**src/rtl/load_store_unit.sv**
```systemverilog
// load_store_unit: multi-cycle RV32I load/store unit with sub-word extraction and read-modify-write stores
//   clk, reset                      : clock, synchronous active-high reset
//   req_valid/ready/write/funct3    : request handshake and decoded access type
//   req_addr, req_wdata             : byte address and store data (sub-word value in low bits)
//   resp_valid/rdata/misaligned     : one-cycle completion pulse, extended load data, reject flag
//   mem_addr/din/read/write, mem_dout : word-addressed data memory port
module load_store_unit (
    input  logic        clk,
    input  logic        reset,
    input  logic        req_valid,
    output logic        req_ready,
    input  logic        req_write,
    input  logic [2:0]  req_funct3,
    input  logic [31:0] req_addr,
    input  logic [31:0] req_wdata,
    output logic        resp_valid,
    output logic [31:0] resp_rdata,
    output logic        resp_misaligned,
    output logic [31:0] mem_addr,
    output logic [31:0] mem_din,
    output logic        mem_read,
    output logic        mem_write,
    input  logic [31:0] mem_dout
);
    typedef enum logic [2:0] {IDLE, LOAD, MERGE, WRITE, RESP} state_t;
    state_t      state_q;
    logic        write_q, mis_q;
    logic [2:0]  funct3_q;
    logic [31:0] addr_q, wdata_q, merged_q, rdata_q;
    logic        bad_d;
    logic [4:0]  sh;
    logic [31:0] lane, mask, load_d, merged_d;

    always_comb begin
        // illegal funct3 (loads 011/110/111, stores >010) or misaligned half/word
        bad_d = (req_funct3[1:0] == 2'b11) || (req_funct3[2] && (req_write || req_funct3[1]))
             || (req_funct3[1:0] == 2'b01 && req_addr[0])
             || (req_funct3[1:0] == 2'b10 && req_addr[1:0] != 2'b00);
        // halfwords are always 2-byte aligned here, so the byte shift also selects the halfword lane
        sh       = {addr_q[1:0], 3'b000};
        lane     = mem_dout >> sh;
        load_d   = funct3_q[1:0] == 2'b00 ? {{24{~funct3_q[2] & lane[7]}}, lane[7:0]} :
                   funct3_q[1:0] == 2'b01 ? {{16{~funct3_q[2] & lane[15]}}, lane[15:0]} : mem_dout;
        mask     = (funct3_q[0] ? 32'h0000_FFFF : 32'h0000_00FF) << sh;
        merged_d = (mem_dout & ~mask) | ((wdata_q << sh) & mask);
    end

    always_ff @(posedge clk) begin
        if (reset) begin
            state_q  <= IDLE;
            write_q  <= 1'b0;
            funct3_q <= '0;
            addr_q   <= '0;
            wdata_q  <= '0;
            merged_q <= '0;
            rdata_q  <= '0;
            mis_q    <= 1'b0;
        end else begin
            case (state_q)
                IDLE: if (req_valid) begin
                    write_q  <= req_write;
                    funct3_q <= req_funct3;
                    addr_q   <= req_addr;
                    wdata_q  <= req_wdata;
                    state_q  <= bad_d ? RESP : !req_write ? LOAD : req_funct3[1] ? WRITE : MERGE;
                    if (bad_d) begin
                        rdata_q <= '0;
                        mis_q   <= 1'b1;
                    end
                end
                LOAD: begin
                    rdata_q <= load_d;
                    mis_q   <= 1'b0;
                    state_q <= RESP;
                end
                MERGE: begin
                    merged_q <= merged_d;
                    state_q  <= WRITE;
                end
                WRITE: begin
                    rdata_q <= '0;
                    mis_q   <= 1'b0;
                    state_q <= RESP;
                end
                default: state_q <= IDLE;
            endcase
        end
    end

    assign req_ready       = !reset && state_q == IDLE;
    assign mem_read        = !reset && (state_q == LOAD || state_q == MERGE) && !write_q == (state_q == LOAD);
    assign mem_write       = !reset && state_q == WRITE;
    assign resp_valid      = !reset && state_q == RESP;
    assign mem_addr        = {addr_q[31:2], 2'b00};
    assign mem_din         = mem_write ? (funct3_q[1] ? wdata_q : merged_q) : '0;
    assign resp_rdata      = rdata_q;
    assign resp_misaligned = mis_q;
endmodule

```
**config.mk**
```make
export PLATFORM = sky130hd
export DESIGN_NAME = load_store_unit
export DESIGN_NICKNAME = d
export VERILOG_FILES = /design/src/rtl/load_store_unit.sv
export SDC_FILE = /design/constraint.sdc
export NUM_CORES = 1
export LEC_CHECK = 0
export CORE_UTILIZATION = 40
export CTS_BUF_LIST = sky130_fd_sc_hd__clkbuf_8
export DETAILED_ROUTE_END_ITERATION = 12
export HOLD_SLACK_MARGIN = 0.06
export PLACE_DENSITY_LB_ADDON = 0.12
export SLEW_MARGIN = 20
export SYNTH_ARGS = -nofsm -noshare
export SYNTH_HDL_FRONTEND = slang
export SYNTH_SLANG_ARGS = --single-unit
```
**constraint.sdc**
```tcl
create_clock -name clk -period 1.53 [get_ports clk]
set_clock_uncertainty 0.05 [all_clocks]
set_input_delay 0.3825 -clock clk [delete_from_list [all_inputs] [get_ports clk]]
set_output_delay 0.3825 -clock clk [all_outputs]
set_load 0.02 [all_outputs]
```
Word level (Yosys, flattened, before mapping)

Index checks and enable logic that the tools add are counted.
W data, S select, Z words.

Bits in registers: 136
Bits in latches: 0
Bits in writable memories: 0
Memory bits (read-only): 0
Output and inout port bits: 101
Memories: 0

Add/sub/neg operators: 0
$mul: 0
Divide/modulo/power cells: 0
Order comparisons: 0
Equality and inequality tests: 11
Shift-type cells: 3
Multiplexer cells: 16
Bitwise logic cells: 7
Reductions and logical operators: 24

Operator list:

| kind                 | count |
|---|---|
| $mux W32             | 6 |
| $pmux W32 S3         | 1 |
| $and A32 B32 Y32     | 2 |
| $not A32 Y32         | 1 |
| $or A32 B32 Y32      | 1 |
| $shl A16 B5 Y32      | 1 |
| $shl A32 B5 Y32      | 1 |
| $shr A32 B5 Y16      | 1 |
| $mux W16             | 1 |
| $pmux W3 S3          | 1 |
| $logic_and A1 B1 Y1  | 8 |
| $eq A3 B2 Y1 const B | 2 |
| $mux W3              | 2 |
| $reduce_and A3 Y1    | 2 |
| $logic_or A1 B1 Y1   | 5 |
| $eq A2 B1 Y1 const B | 2 |
| $eq A2 B2 Y1 const B | 2 |
| $ne A2 B2 Y1 const B | 2 |
| $reduce_bool A2 Y1   | 2 |
| $eq A3 B1 Y1 const B | 1 |
| $eq A3 B3 Y1 const B | 1 |
| $logic_not A3 Y1     | 1 |
| $mux W1              | 3 |
| $reduce_bool A3 Y1   | 1 |
| 9 further kinds      | 11 |

Depth between registers and ports, before layout

Depth in word-level cells: 8
Mapped depth: 8
Mapped depth without buffers: 5

Worst setup path before layout

OpenSTA, ideal clock, no wires.

Path kind: input -> output
Start point: input port reset
End point: output port resp_valid
Arrival time: 1.431 ns
Path slack: -0.333 ns
Stages on the path: 3
Buffers on the path: 2
Cells stage by stage: buf_6 > clkbuf_1 > nor4b_1

Word-level cells in the longest chain between the ends: 2

Ends and longest elaborated chain:

| item                | line | source |
|---|---|---|
| start, declared     | 9    | `input logic reset,` |
| $logic_not A1 Y1    | 93   | `assign resp_valid = !reset && state_q == RESP;` |
| $logic_and A1 B1 Y1 | 93   |  |
| end, declared       | 16   | `output logic resp_valid,` |

Every way passes these cells.

Final worst setup path

Start point: register funct3_q[1]
End point: output port mem_din[27]

Word-level cells in the longest chain between the ends: 2

Ends and longest elaborated chain:

| item                   | line | source |
|---|---|---|
| start, declared        | 28   | `logic [2:0] funct3_q;` |
| start signal, assigned | 62   | `funct3_q <= req_funct3;` |
| $mux W32 (2 in series) | 95   | `assign mem_din = mem_write ? (funct3_q[1] ? wdata_q : merged_q) : '0;` |
| end, declared          | 20   | `output logic [31:0] mem_din,` |

Every way passes these cells.

==> summary by stage <==
Pwr
The power per standard cell area is roughly 790 mW/mm^2. The power after layout is between 9 and 10 mW. For this design the static power due to leakage is ~5.0 nW. The worst-case vdd ir drop is 964 uV.

Routing
The first detailed-routing pass ran for 5 iterations. The average detailed-routed wire length per instance is around 19 um. Wires add up to 26.7 mm. The routed via count is 7416.

The post-detailed-route DRC marker count is 0. The via density per instance is ~5.4. In this run, the number of DRC markers left after iteration 0 of detailed routing was around 620.

The number of routed nets with antenna violations is 0.

Critical path
The most numerous cell on the critical path is buf_6. The required time reported for the critical path endpoint is ~1.1 ns. The largest incremental delay on the critical path is 0.41 ns. The endpoint class of the critical path is a primary output. The cell at the slowest stage of the critical path is dfxtp_4. The worst-path maximum fanout is 5. The critical path in this run is classified as reg2out.

Traced cell by cell, the critical path runs through buf_6, clkbuf_16, mux2i_1, buf_4, nor2_4, buf_6. The worst setup path is launched from a flip-flop. Data on the critical path arrives at its endpoint at ~1.6 ns.

Timing
The shortest clock period the worst path allows after layout is between 2 and 2.5 ns. The count of final hold-check violations came to 0. For the pin with the worst max-slew slack, the measured transition is 0.575 ns. The max-slew violation total from the final report is 0. Setup violations remaining at the end of the flow were counted as ~160. Static timing analysis puts the maximum clock frequency at 488 MHz. Setup repair after global routing could not meet its margin everywhere. The final critical-path setup slack is -0.519 ns.

Setup total negative slack on the finished layout was measured at -32.85 ns. The worst slew slack as a fraction of its limit is 61.7%. The fraction of the cycle the final worst path needs is 134%.

Clocking
The deepest level of the CTS H-tree is 4. TritonCTS built the clock tree. Buffers inserted during clock tree synthesis total 17. The clock slew seen by the registers of the worst setup and hold paths is ~0.080 ns. The clock root buffer is clkbuf_8. The count of clock tree sinks is approximately 140.

In this run the deepest clock path goes through 2 buffers. The insertion delay of the later-clocked pin in the worst-skew pair is ~0.45 ns.

Layout
The repair_antennas step left the layout with diodes totalling 0. After the last flow step, the layout net total stands at 1260. The count of cells in the finished layout, fillers not included, comes to ~1400. The area growth from synthesis to layout is 83.0%.

The final instance area is about 0.012 sq mm. The fraction of layout instances using a drive strength above 1 is around half.

Global routing
After global routing the overflow that remains totals 0. The initial antenna violation count was 0. The pin count of the biggest net entering global routing is 60.

The global-route wire length before repair is around 34 mm. Across every metal layer, demand over resource in global routing totals approximately a quarter. The number of global-route vias before repair is ~6600.

Yosys
The fraction of synthesis flops using an asynchronous set or reset pin is 0%. Yosys attributes the largest share of cell area to dfxtp_1, nand2_1, mux2i_1. The mean instance size in the synthesized netlist is just under 8 sq um. The cell count after synthesis is roughly 850. The top cell type by total area after synthesis is dfxtp_1.

Sorting the synthesized cells by how often they occur yields nand2_1, dfxtp_1, a21oi_1. After synthesis the cells add up to roughly 0.0066 sq mm. The number of flops mapped to enable cells by yosys is 0. The top-area cell type share of the netlist area is approximately 41%. The Yosys step of the flow raised 0 warnings. The register bit count reported by yosys is 136.

nand2_1 is the most common cell in the netlist. The share of synthesized area occupied by flip-flops and latches is about two fifths. The number of different library cells used by synthesis comes to 41.

The most used flip-flop cell after synthesis is dfxtp_1.

Floorplanning
slightly above 200 I/O pins were placed. The width of the die is 131 um. Row generation in the floorplan step produced between 40 and 50 rows.

The starting density of the core is between 40 and 50%. The height of the die is between 100 and 150 um. The core region is about 0.016 sq mm. The die covers roughly 0.017 sq mm.

Worst hold path
The worst hold path belongs to the class in2reg.

Outcome
The final reports fail on negative setup slack. The flow ran to the end, but the final reports show violations.

Placed design
The number of placed instances, taps included is 1300. After legalization and detailed placement, the total HPWL measured 15.6 mm. The area after detailed placement is a little under 0.01 sq mm. The count of buffers from port buffering is 201. Routability-driven placement finished with a final weighted congestion of between 0.8 and 0.9.

Job
The count of maximum capacitance violations is 0.
## worst max-delay path: cells and delay by family, from the launching register on
family        cells  cell delay (ns)
simple gates      1             0.03
flops             1             0.41
buf+inv           4             0.54
mux               1             0.19
## state kept, by name, indices dropped and copies added, names as in the netlist
| signal | flops |
|---|---|
| addr_q | 32 |
| merged_q | 32 |
| resp_rdata | 32 |
| wdata_q | 32 |
| funct3_q | 3 |
| state_q | 3 |
| resp_misaligned | 1 |
| write_q | 1 |
## cell type report
class	instances	area [sq um]
clock buffers	19	262
repair buffers	387	4010
inverters	6	33.8
multi-input cells	609	4700
flip-flops and latches	136	2740
fillers	1104	3910
clock inverters	13	129
well taps	216	270
## metal layers
layer  GRT usage (%)  up-vias  routed length, um
li1                -     3475                  -
met1            33.7     3605              10900
met2            44.6      295              13500
met3            5.66       41               1800
met4            8.92        0                627
met5               0        -                  0
## final timing paths
kind	startpoint	endpoint	slack, ns	cells past startpoint
worst max register to register	state_q[2]$_SDFFE_PP0P_	wdata_q[8]$_SDFFE_PP0P_	-0.25	9
worst min register to register	resp_rdata[3]$_SDFFE_PP0P_	resp_rdata[3]$_SDFFE_PP0P_	0.40	2
worst min-delay path	reset	addr_q[31]$_SDFFE_PP0P_	0.23	3
worst max-delay path	funct3_q[1]$_SDFFE_PP0P_	mem_din[27]	-0.52	6
## metrics by stage
stage	hold slack, ns	util, %	setup slack (ns)
after floorplan	0.381	-	-0.0729
after global placement	0.383	61.0	-0.575
after detailed placement	0.390	61.0	-0.581
after CTS	0.199	66.8	-0.586
after global routing	0.223	75.7	-0.585
final	0.225	75.7	-0.519
## placed cells by master, fill, tap and decap left out, types with 27 or more instances in the layout
master | synthesis | routed
nand2_1 | 247 | 166
dfxtp_1 | 136 | 130
buf_4 | 39 | 119
clkdlybuf4s50_1 | 0 | 95
a21oi_1 | 104 | 69
buf_6 | 9 | 54
nand2_4 | 0 | 45
buf_2 | 20 | 43
nor2_4 | 0 | 40
nand2_2 | 0 | 35
a21oi_2 | 0 | 35
mux2i_1 | 55 | 27
## where the power goes
part           total, mW  internal, mW  switching [mW]
Sequential          3.86          3.71           0.147
Clock               3.00          1.52            1.48
Combinational       2.77          1.38            1.39
Total               9.62          6.61            3.01
## kinds of logic (layout without fill, tap and decap cells)
| family | count (synthesis) | after routing | synth area share, % |
|---|---|---|---|
| flip-flops | 136 | 136 | 41.0 |
| buffers and inverters | 105 | 425 | 9.56 |
| AO/OA/AOI/OAI | 179 | 179 | 16.4 |
| multiplexers | 57 | 57 | 8.80 |
| AND/OR/NAND/NOR | 369 | 371 | 24.1 |
| other | 1 | 2 | 0.0565 |
## repair_timing
| action | 4_1_cts | 5_1_grt |
|---|---|---|
| resized for setup | 435 | 354 |
| endpoints found under the setup margin | 230 | 166 |
| cloned | 6 | 22 |
| hold buffers | 0 | 0 |
| pin swaps | 7 | 122 |
| endpoints found under the hold margin | 0 | 0 |
| setup buffers | 13 | 23 |
(Power assumes the default switching activity.)
